File: src/rtl/lsu_pkg.sv
// Shared constants, entry layout and latency predictor for the LSU load scheduler.
package lsu_pkg;

    localparam int HIT_LAT_DEF   = 2;
    localparam int MISS_LAT_DEF  = 100;
    localparam int LSU_DEPTH_DEF = 4;
    localparam int ROB_W_DEF     = 4;
    localparam int CNT_W_DEF     = $clog2(MISS_LAT_DEF + 1);

    typedef struct packed {
        logic                 valid;
        logic [14:0]          pc;
        logic [15:0]          va;
        logic [ROB_W_DEF-1:0] rob;
        logic [CNT_W_DEF-1:0] cnt;
    } lq_entry_t;

    // PCs with bits [2:1] clear are predicted to miss
    function automatic logic predict_miss(input logic [14:0] pc);
        return (pc[2:1] == 2'b00);
    endfunction

endpackage

File: src/rtl/lsu_age_matrix.sv
// Age matrix: row i bit j set means entry i is older than entry j; grants the oldest requester.
module lsu_age_matrix #(
    parameter int DEPTH = 4
) (
    input  logic             clk,
    input  logic             rst,
    input  logic [DEPTH-1:0] valid_vec,
    input  logic [DEPTH-1:0] alloc_vec,
    input  logic [DEPTH-1:0] free_vec,
    input  logic [DEPTH-1:0] req_vec,
    output logic [DEPTH-1:0] grant_vec
);

    logic [DEPTH-1:0] r_age [DEPTH];
    logic [DEPTH-1:0] w_blocked;

    // A new entry is younger than every live entry; a freed entry stops claiming seniority
    always_ff @(posedge clk) begin
        if (rst) begin
            for (int i = 0; i < DEPTH; i++) begin
                r_age[i] <= '0;
            end
        end else begin
            for (int i = 0; i < DEPTH; i++) begin
                for (int j = 0; j < DEPTH; j++) begin
                    if (i == j) begin
                        r_age[i][j] <= 1'b0;
                    end else if (alloc_vec[i]) begin
                        r_age[i][j] <= 1'b0;
                    end else if (alloc_vec[j]) begin
                        r_age[i][j] <= valid_vec[i];
                    end else if (free_vec[i]) begin
                        r_age[i][j] <= 1'b0;
                    end else begin
                        r_age[i][j] <= r_age[i][j];
                    end
                end
            end
        end
    end

    always_comb begin
        w_blocked = '0;
        for (int i = 0; i < DEPTH; i++) begin
            for (int j = 0; j < DEPTH; j++) begin
                w_blocked[i] = w_blocked[i] | (req_vec[j] & r_age[j][i]);
            end
        end
        grant_vec = req_vec & ~w_blocked;
    end

endmodule

File: src/rtl/lsu_load_scheduler.sv
// Load queue with latency prediction, out-of-order completion and oldest-first
// serialisation onto the single read port and ROB writeback port.
module lsu_load_scheduler
    import lsu_pkg::*;
#(
    parameter int DEPTH    = LSU_DEPTH_DEF,
    parameter int HIT_LAT  = HIT_LAT_DEF,
    parameter int MISS_LAT = MISS_LAT_DEF,
    parameter int ROB_W    = ROB_W_DEF
) (
    input  logic                     clk,
    input  logic                     rst,
    input  logic                     in_valid,
    output logic                     in_ready,
    input  logic [14:0]              in_pc,
    input  logic [15:0]              in_va,
    input  logic [ROB_W-1:0]         in_rob_index,
    input  logic                     flush,
    output logic [15:0]              mem_addr,
    input  logic [15:0]              mem_rdata,
    output logic                     out_valid,
    output logic [ROB_W-1:0]         out_rob_index,
    output logic [15:0]              out_return_value,
    output logic [$clog2(DEPTH):0]   occupancy
);

    localparam int IDX_W = $clog2(DEPTH);
    localparam int OCC_W = IDX_W + 1;
    localparam int CNT_W = CNT_W_DEF;

    lq_entry_t          r_q [DEPTH];
    logic [OCC_W-1:0]   r_occ;
    logic [15:0]        r_mem_addr;
    logic               r_out_valid;
    logic [ROB_W-1:0]   r_out_rob;
    logic [15:0]        r_out_val;

    logic [DEPTH-1:0]   w_valid;
    logic [DEPTH-1:0]   w_req;
    logic [DEPTH-1:0]   w_grant;
    logic [DEPTH-1:0]   w_alloc_vec;
    logic [DEPTH-1:0]   w_free_vec;
    logic [IDX_W-1:0]   w_free_idx;
    logic [IDX_W-1:0]   w_sel_idx;
    logic               w_alloc;
    logic               w_sel;
    logic               w_unused_pc;

    always_comb begin
        w_valid     = '0;
        w_req       = '0;
        w_free_idx  = '0;
        w_sel_idx   = '0;
        w_unused_pc = 1'b0;
        for (int i = 0; i < DEPTH; i++) begin
            w_valid[i]  = r_q[i].valid;
            w_req[i]    = r_q[i].valid && (r_q[i].cnt == '0);
            w_sel_idx   = w_sel_idx | (w_grant[i] ? IDX_W'(i) : '0);
            w_unused_pc = w_unused_pc ^ (^r_q[i].pc);
        end
        // Scan downward so the lowest free index wins
        for (int i = DEPTH - 1; i >= 0; i--) begin
            w_free_idx = w_valid[i] ? w_free_idx : IDX_W'(i);
        end
    end

    assign in_ready    = !rst && (r_occ < OCC_W'(DEPTH));
    assign w_alloc     = in_valid && in_ready && !flush;
    assign w_alloc_vec = w_alloc ? (DEPTH'(1) << w_free_idx) : '0;
    assign w_sel       = (|w_grant) && !rst && !flush;
    assign w_free_vec  = w_sel ? w_grant : '0;
    assign mem_addr    = w_sel ? r_q[w_sel_idx].va : r_mem_addr;

    lsu_age_matrix #(
        .DEPTH (DEPTH)
    ) u_age (
        .clk       (clk),
        .rst       (rst),
        .valid_vec (w_valid),
        .alloc_vec (w_alloc_vec),
        .free_vec  (w_free_vec),
        .req_vec   (w_req),
        .grant_vec (w_grant)
    );

    // Entry array: allocate, free on select, otherwise count down toward zero
    always_ff @(posedge clk) begin
        if (rst) begin
            for (int i = 0; i < DEPTH; i++) begin
                r_q[i] <= '0;
            end
        end else if (flush) begin
            for (int i = 0; i < DEPTH; i++) begin
                r_q[i].valid <= 1'b0;
            end
        end else begin
            for (int i = 0; i < DEPTH; i++) begin
                if (w_alloc_vec[i]) begin
                    r_q[i].valid <= 1'b1;
                    r_q[i].pc    <= in_pc;
                    r_q[i].va    <= in_va;
                    r_q[i].rob   <= ROB_W_DEF'(in_rob_index);
                    r_q[i].cnt   <= predict_miss(in_pc) ? CNT_W'(MISS_LAT) : CNT_W'(HIT_LAT);
                end else if (w_free_vec[i]) begin
                    r_q[i].valid <= 1'b0;
                end else if (r_q[i].valid && (r_q[i].cnt != '0)) begin
                    r_q[i].cnt <= r_q[i].cnt - CNT_W'(1);
                end else begin
                    r_q[i] <= r_q[i];
                end
            end
        end
    end

    // Occupancy, held read address and writeback registers
    always_ff @(posedge clk) begin
        if (rst) begin
            r_occ       <= '0;
            r_mem_addr  <= 16'h0000;
            r_out_valid <= 1'b0;
            r_out_rob   <= '0;
            r_out_val   <= 16'h0000;
        end else if (flush) begin
            r_occ       <= '0;
            r_out_valid <= 1'b0;
        end else begin
            r_occ       <= r_occ + OCC_W'(w_alloc) - OCC_W'(w_sel);
            r_out_valid <= w_sel;
            if (w_sel) begin
                r_mem_addr <= r_q[w_sel_idx].va;
                r_out_rob  <= ROB_W'(r_q[w_sel_idx].rob);
                r_out_val  <= mem_rdata;
            end else begin
                r_mem_addr <= r_mem_addr;
            end
        end
    end

    assign out_valid        = r_out_valid;
    assign out_rob_index    = r_out_rob;
    assign out_return_value = r_out_val;
    assign occupancy        = r_occ;

endmodule

File: config.mk
export PLATFORM = sky130hd
export DESIGN_NAME = lsu_load_scheduler
export DESIGN_NICKNAME = d
export VERILOG_FILES = /design/src/rtl/lsu_pkg.sv /design/src/rtl/lsu_age_matrix.sv /design/src/rtl/lsu_load_scheduler.sv
export SDC_FILE = /design/constraint.sdc
export NUM_CORES = 1
export LEC_CHECK = 0
export ABC_AREA = 1
export ABC_CLOCK_PERIOD_IN_PS = 3100
export CELL_PAD_IN_SITES_DETAIL_PLACEMENT = 0
export CELL_PAD_IN_SITES_GLOBAL_PLACEMENT = 2
export CORE_ASPECT_RATIO = 0.6
export CORE_UTILIZATION = 32
export CTS_CLUSTER_DIAMETER = 200
export CTS_CLUSTER_SIZE = 12
export DETAILED_ROUTE_END_ITERATION = 8
export DONT_BUFFER_PORTS = 1
export HOLD_SLACK_MARGIN = 0.1
export MAX_ROUTING_LAYER = met4
export PLACE_DENSITY = 0.77
export SYNTH_ARGS = -nofsm -noshare
export SYNTH_HDL_FRONTEND = slang
export SYNTH_SLANG_ARGS = --single-unit
File: constraint.sdc
create_clock -name clk -period 3.1 [get_ports clk]
set_input_delay 0.62 -clock clk [delete_from_list [all_inputs] [get_ports clk]]
set_output_delay 0.62 -clock clk [all_outputs]
set_load 0.01 [all_outputs]
==> metrics.txt <==
reg2reg start r_q[2][1]; ranking of synthesized cells by area edfxtp_1 (46%), dfxtp_1 (11%), nand2_1 (8.6%); CP max stage delay about 380 ps; FF-to-FF path depth 20; Max-Slew Margin vs Limit 55.55%; flop2flop setup slack -30 ps; DIE HEIGHT around 130 µm; worst hold path endpoint r_mem_addr[15]; Synth cell types between 40 and 50; Tcrit/Tclk final 102.8%; DP Cell Count approximately 1,200; syn avg cell area 8.739 µm²; VDD IR-drop max 0.3293 mV; # DRC 0; H-Tree Depth 4; Die W 207.3 µm; NumNets Final 1,050; MaxCap Viol Count 0; register area share after synthesis 56.52%; row cnt 44; Crit Path Max Fanout 7; failing checks setup timing; RSZ-0062 raised after global routing true; Total GRT Usage between 10% and 20%; post-route ant nets 0; Via density 4.542; top cell type's share of synthesized area approximately 46%; HP Start rst; grt ovf 0; CP cell instances inv_2 > ha_4 > nand2_4 > buf_6 > nor2_4 > nand3b_1 > nor2_4 > nand2_2 > buf_6 > nand2_8 > clkbuf_16 > nor2_4 > nand2_2 > nand3_2 > nand2_2 > inv_2; Synth-to-Final Area Change 28.43%; routed len/inst 16.16 µm; final setup fails 17; # diodes 0; HPWL Detailed ~13 mm; Worst-Margin Slew ~660 ps; Leakage 4.349 nW; CP Capture Type output pin; FF+latch count, synth 167; Synth Instances 926; largest net degree at the start of global routing between 50 and 60; initial antenna violation count 0; crit start category register; Top delay family on crit path simple AND/OR/NAND/NOR gates; DR iter-0 viols roughly 430; root buffer cell clkbuf_16; hold_buf cts 0; Initial Utilization 33.03%; CTS clk-pin slew, worst paths 60 ps; Core Box Area 24,500 µm²; Req. time, crit path around 2500 ps; Final Hold Violating Endpoints 0; IO Port Bufs 0; placer congestion estimate 0.7856; clock skew 11.05 ps; Worst Hold Depth 1; vias in the first global route about 5,600; cell area after synthesis 8093 µm²; Die ar. between 20,000 and 30,000 µm²; FF-to-FF End occupancy[2]; Critical Path Slowest Stage Cell edfxtp_1; Inserted Clock Buffers 17; Min Clock Period, post-route between 3000 and 4000 ps; Clock Latency Late Sink 440 ps; worst path bufs/invs 5; DR vias ~6,000; Worst Slack Setup Final -87.36 ps; TritonCTS clock tree built; TNS Setup -997.6 ps; Fmax 0.3137 GHz; CTS sink cnt 167; critical path type register to output pin; power density over the cells slightly above 500 nW/µm²; yosys synthesis warning count 0; Final Non-Filler Cells ~1,300; first-pass GRT wire length 32.51 mm; Final Slew Violations 0; Min-Delay Path Class input pin to register; Hold WS 287.7 ps; share of cells above drive strength 1 29.09%; IO Pins 96; status finished, violations left; Longest Clk Path Bufs 2; Post-Route WL 21.31 mm; drt pass-1 iters 5; area leader, netlist edfxtp_1; Critical Path AT 2570 ps
==> where the power goes <==
group | switching [mW] | internal (mW) | leakage, nW
logic | 0.343 | 0.206 | 2.43
clock network | 0.908 | 1.21 | 0.287
registers | 0.0539 | 2.53 | 1.63
total | 1.31 | 3.94 | 4.35
==> kinds of logic (layout without fill, tap and decap cells) <==
logic type	after synthesis	count (layout)	share of synthesized area, %
simple gates	480	480	25.77
fa+ha+maj	11	11	1.793
buf+inv	197	266	10.42
xor+xnor	14	14	1.515
compound gates	56	56	3.927
flops	167	167	56.52
other cells	1	3	0.04634
==> worst max path at each step <==
stage | start | to | slack, ps | cells past startpoint
floorplan | r_q[1][0] | occupancy[2] | 40 | 22
global placement | r_q[1][0] | occupancy[2] | 90 | 20
detailed placement | r_q[2][0] | occupancy[2] | 60 | 20
CTS | r_q[2][0] | mem_addr[15] | -70 | 17
global route | r_q[2][0] | mem_addr[12] | -250 | 15
finish | r_q[2][1] | mem_addr[2] | -90 | 16
==> area by class of cell <==
| type | count | area (µm²) |
|---|---|---|
| Timing Repair Buffer | 72 | 843.3 |
| Multi-Input combinational cell | 564 | 3377 |
| Tap cell | 322 | 402.9 |
| Fill cell | 2379 | 14100 |
| Inverter | 162 | 618.1 |
| Clock inverter | 9 | 87.58 |
| Clock buffer | 23 | 490.5 |
| Sequential cell | 167 | 4574 |
==> per-stage QoR <==
stage          setup slack, ps  area [µm²]  power [mW]  util [%]
2_1_floorplan            35.05        8144       2.935         -
6_report                -87.36       10390       5.250     42.43
5_1_grt                 -251.6       10390       5.466     42.43
4_1_cts                 -68.02        9714       5.224     39.65
3_3_place_gp             90.48        8637       3.060     35.26
3_5_place_dp             56.36        8637       3.060     35.26
==> cells in the mapped netlist <==
master and instances:
xnor2_1 2, nand2_1 185, nor3_1 8, buf_1 2
buf_6 9, o21ai_2 7, o211ai_1 1, inv_2 7
fa_1 1, buf_8 1, xor2_1 12, conb_1 1
nand3b_1 2, and3_1 1, a211oi_1 1, nor2_1 180
nand4_1 5, nand3_2 1, and2_4 1, a31oi_1 3
or2_2 2, nor2_8 1, clkbuf_1 9, nand2_4 3
a21oi_1 12, clkbuf_2 1, nand4_2 1, nor2_2 6
buf_4 3, buf_2 10, o21ai_0 16, nor2_4 6
o21ai_1 14, edfxtp_1 123, dfxtp_1 44, nand3_1 72
inv_1 155, nand3_4 2, o22ai_1 2, ha_1 10
nand2_2 4
==> timing repair <==
| action | CTS | global route |
|---|---|---|
| pin swaps | 25 | 65 |
| buffers inserted | 20 | 11 |
| hold endpoints to repair | 0 | 0 |
| cloned | 4 | 5 |
| resized for setup | 89 | 115 |
| endpoints found under the setup margin | 16 | 21 |
==> sequential cells by signal, summed over array words and instances, names as in the netlist <==
register / flops
r_q: 112
u_age.r_age: 15
out_return_value: 16
r_mem_addr: 16
out_valid: 1
occupancy: 3
out_rob_index: 4
==> metal layers <==
metal | track usage, % | vias to the layer above | routed length, µm
li1 | - | 3021 | -
met3 | 3.893 | 11 | 1416
met4 | 5.268 | 0 | 183
met1 | 25.97 | 2781 | 11260
met5 | - | - | 0
met2 | 22.08 | 178 | 8449
==> cells in the final DEF, fill, tap and decap left out, types with 27 or more instances in the layout <==
| master | instances |
|---|---|
| buf_4 | 48 |
| dfxtp_1 | 44 |
| edfxtp_1 | 123 |
| inv_1 | 127 |
| inv_2 | 32 |
| nand2_1 | 135 |
| nand2_2 | 37 |
| nand3_1 | 37 |
| nand3_2 | 27 |
| nor2_1 | 153 |
No activity file was read; power rests on OpenSTA's default activity.
==> RTL edit: new RTL, config.mk and constraints unchanged <==
`LSU_DEPTH_DEF`: 4 -> 8.
--- a/src/rtl/lsu_pkg.sv
+++ b/src/rtl/lsu_pkg.sv
@@ -3,7 +3,7 @@
 
     localparam int HIT_LAT_DEF   = 2;
     localparam int MISS_LAT_DEF  = 100;
-    localparam int LSU_DEPTH_DEF = 4;
+    localparam int LSU_DEPTH_DEF = 8;
     localparam int ROB_W_DEF     = 4;
     localparam int CNT_W_DEF     = $clog2(MISS_LAT_DEF + 1);
 
Ports: changed (resized occupancy); port bits go from 96 to 97. No check against the original RTL was run, so the function may have changed too.
==> RTL edit against the original RTL <==
  * The run still ends with setup timing left
  * Synthesized area grew 110%
  * Cell count grew 110%
  * Final area rose by 110%
  * Setup slack got worse by 0.60 ns
  * First-iteration DRC count grew to 3.5 times the old value
  * Sequential cell count up 159
  * Total power is 89% higher
  * Wire length grew to 2.7 times the old value
  * Sequential power increased by 96%
==> RTL edit: results (changes against the original RTL) <==
metric;value;unit;change
First DRT Iteration DRCs;1512;;was 428
number of enable-type register cells in the synthesized netlist;279;;was 123
number of setup buffers added after CTS;45;;was 20
total length of routed wires;57200;um;was 21300 um
met1 WL;28400;um;was 11300 um
leading post-synthesis cells by instance count;363 x sky130_fd_sc_hd__nand2_1, 279 x sky130_fd_sc_hd__edfxtp_1, 221 x sky130_fd_sc_hd__nor2_1;;was 185 x sky130_fd_sc_hd__nand2_1, 180 x sky130_fd_sc_hd__nor2_1, 155 x sky130_fd_sc_hd__inv_1
number of different library cells in the post-synthesis netlist;50;;was 41
Critical Path End;mem_addr[11];;was mem_addr[2]
arrival time of the worst setup path;3.17;ns;was 2.57 ns
smallest setup slack after layout;-0.686;ns;was -0.0874 ns
top cells by area in the synthesized netlist;sky130_fd_sc_hd__edfxtp_1 50%, sky130_fd_sc_hd__nand2_1 8.1%, sky130_fd_sc_hd__dfxtp_1 5.6%;;was sky130_fd_sc_hd__edfxtp_1 46%, sky130_fd_sc_hd__dfxtp_1 11%, sky130_fd_sc_hd__nand2_1 8.6%
amount of wire on met3 after detailed routing;6700;um;was 1420 um
Slew Limit Headroom;23.6;%;was 55.5%
post-place setup slack;-0.445;ns;was 0.0564 ns
compound-cell area share of the yosys netlist;7.62;%;was 3.93%
H-tree levels;1;;was 4
violated checks;setup timing;;unchanged
antenna cell count;2;;was 0
later-pin clock latency in the skew report;0.60;ns;was 0.44 ns
HPWL Detailed;36700;um;was 13000 um
combined area of the multi-input logic cells;0.00701;mm2;was 0.00338 mm2
Global Route met1 Usage;32.9;%;was 26.0%
bufs w/o clock;287;;was 72
antenna violations before repair;2;;was 0
Leak Pwr;8.98;nW;was 4.35 nW
setup-violating endpoint count in the final report;101;;was 17
status;complete, but fails checks;;unchanged
==> RTL edit: changes by cell type in the layout (fill, tap and decap cells not counted), sizes merged, moves of 12 or more <==
cell / change
nand2: +187
nand3b: +30
or2: +12
edfxtp: +156
inv: +57
buf: +212
nand3: +128
nor2: +76
a21oi: +158
clkbuf: +34
==> RTL edit: per-stage QoR <==
step | setup TNS [ns] | cells | util (%) | cell area (um2) | hold WS [ns]
floorplan | 0 | 1839 | - | 16800 | 0.451
global placement | -35.05 | 2655 | 37.0 | 18900 | 0.457
detailed placement | -35.68 | 2655 | 37.0 | 18900 | 0.462
CTS | -15.56 | 2763 | 40.4 | 20700 | 0.116
global route | -34.29 | 2790 | 42.5 | 21800 | 0.129
finish | -20.51 | 2790 | 42.5 | 21800 | 0.140
==> RTL edit: power breakdown <==
part / total (mW) / internal (mW) / switching [mW]
sequential: 5.07 / 4.98 / 0.0849
clock: 3.60 / 1.88 / 1.72
combinational: 1.26 / 0.481 / 0.776
total: 9.93 / 7.34 / 2.59
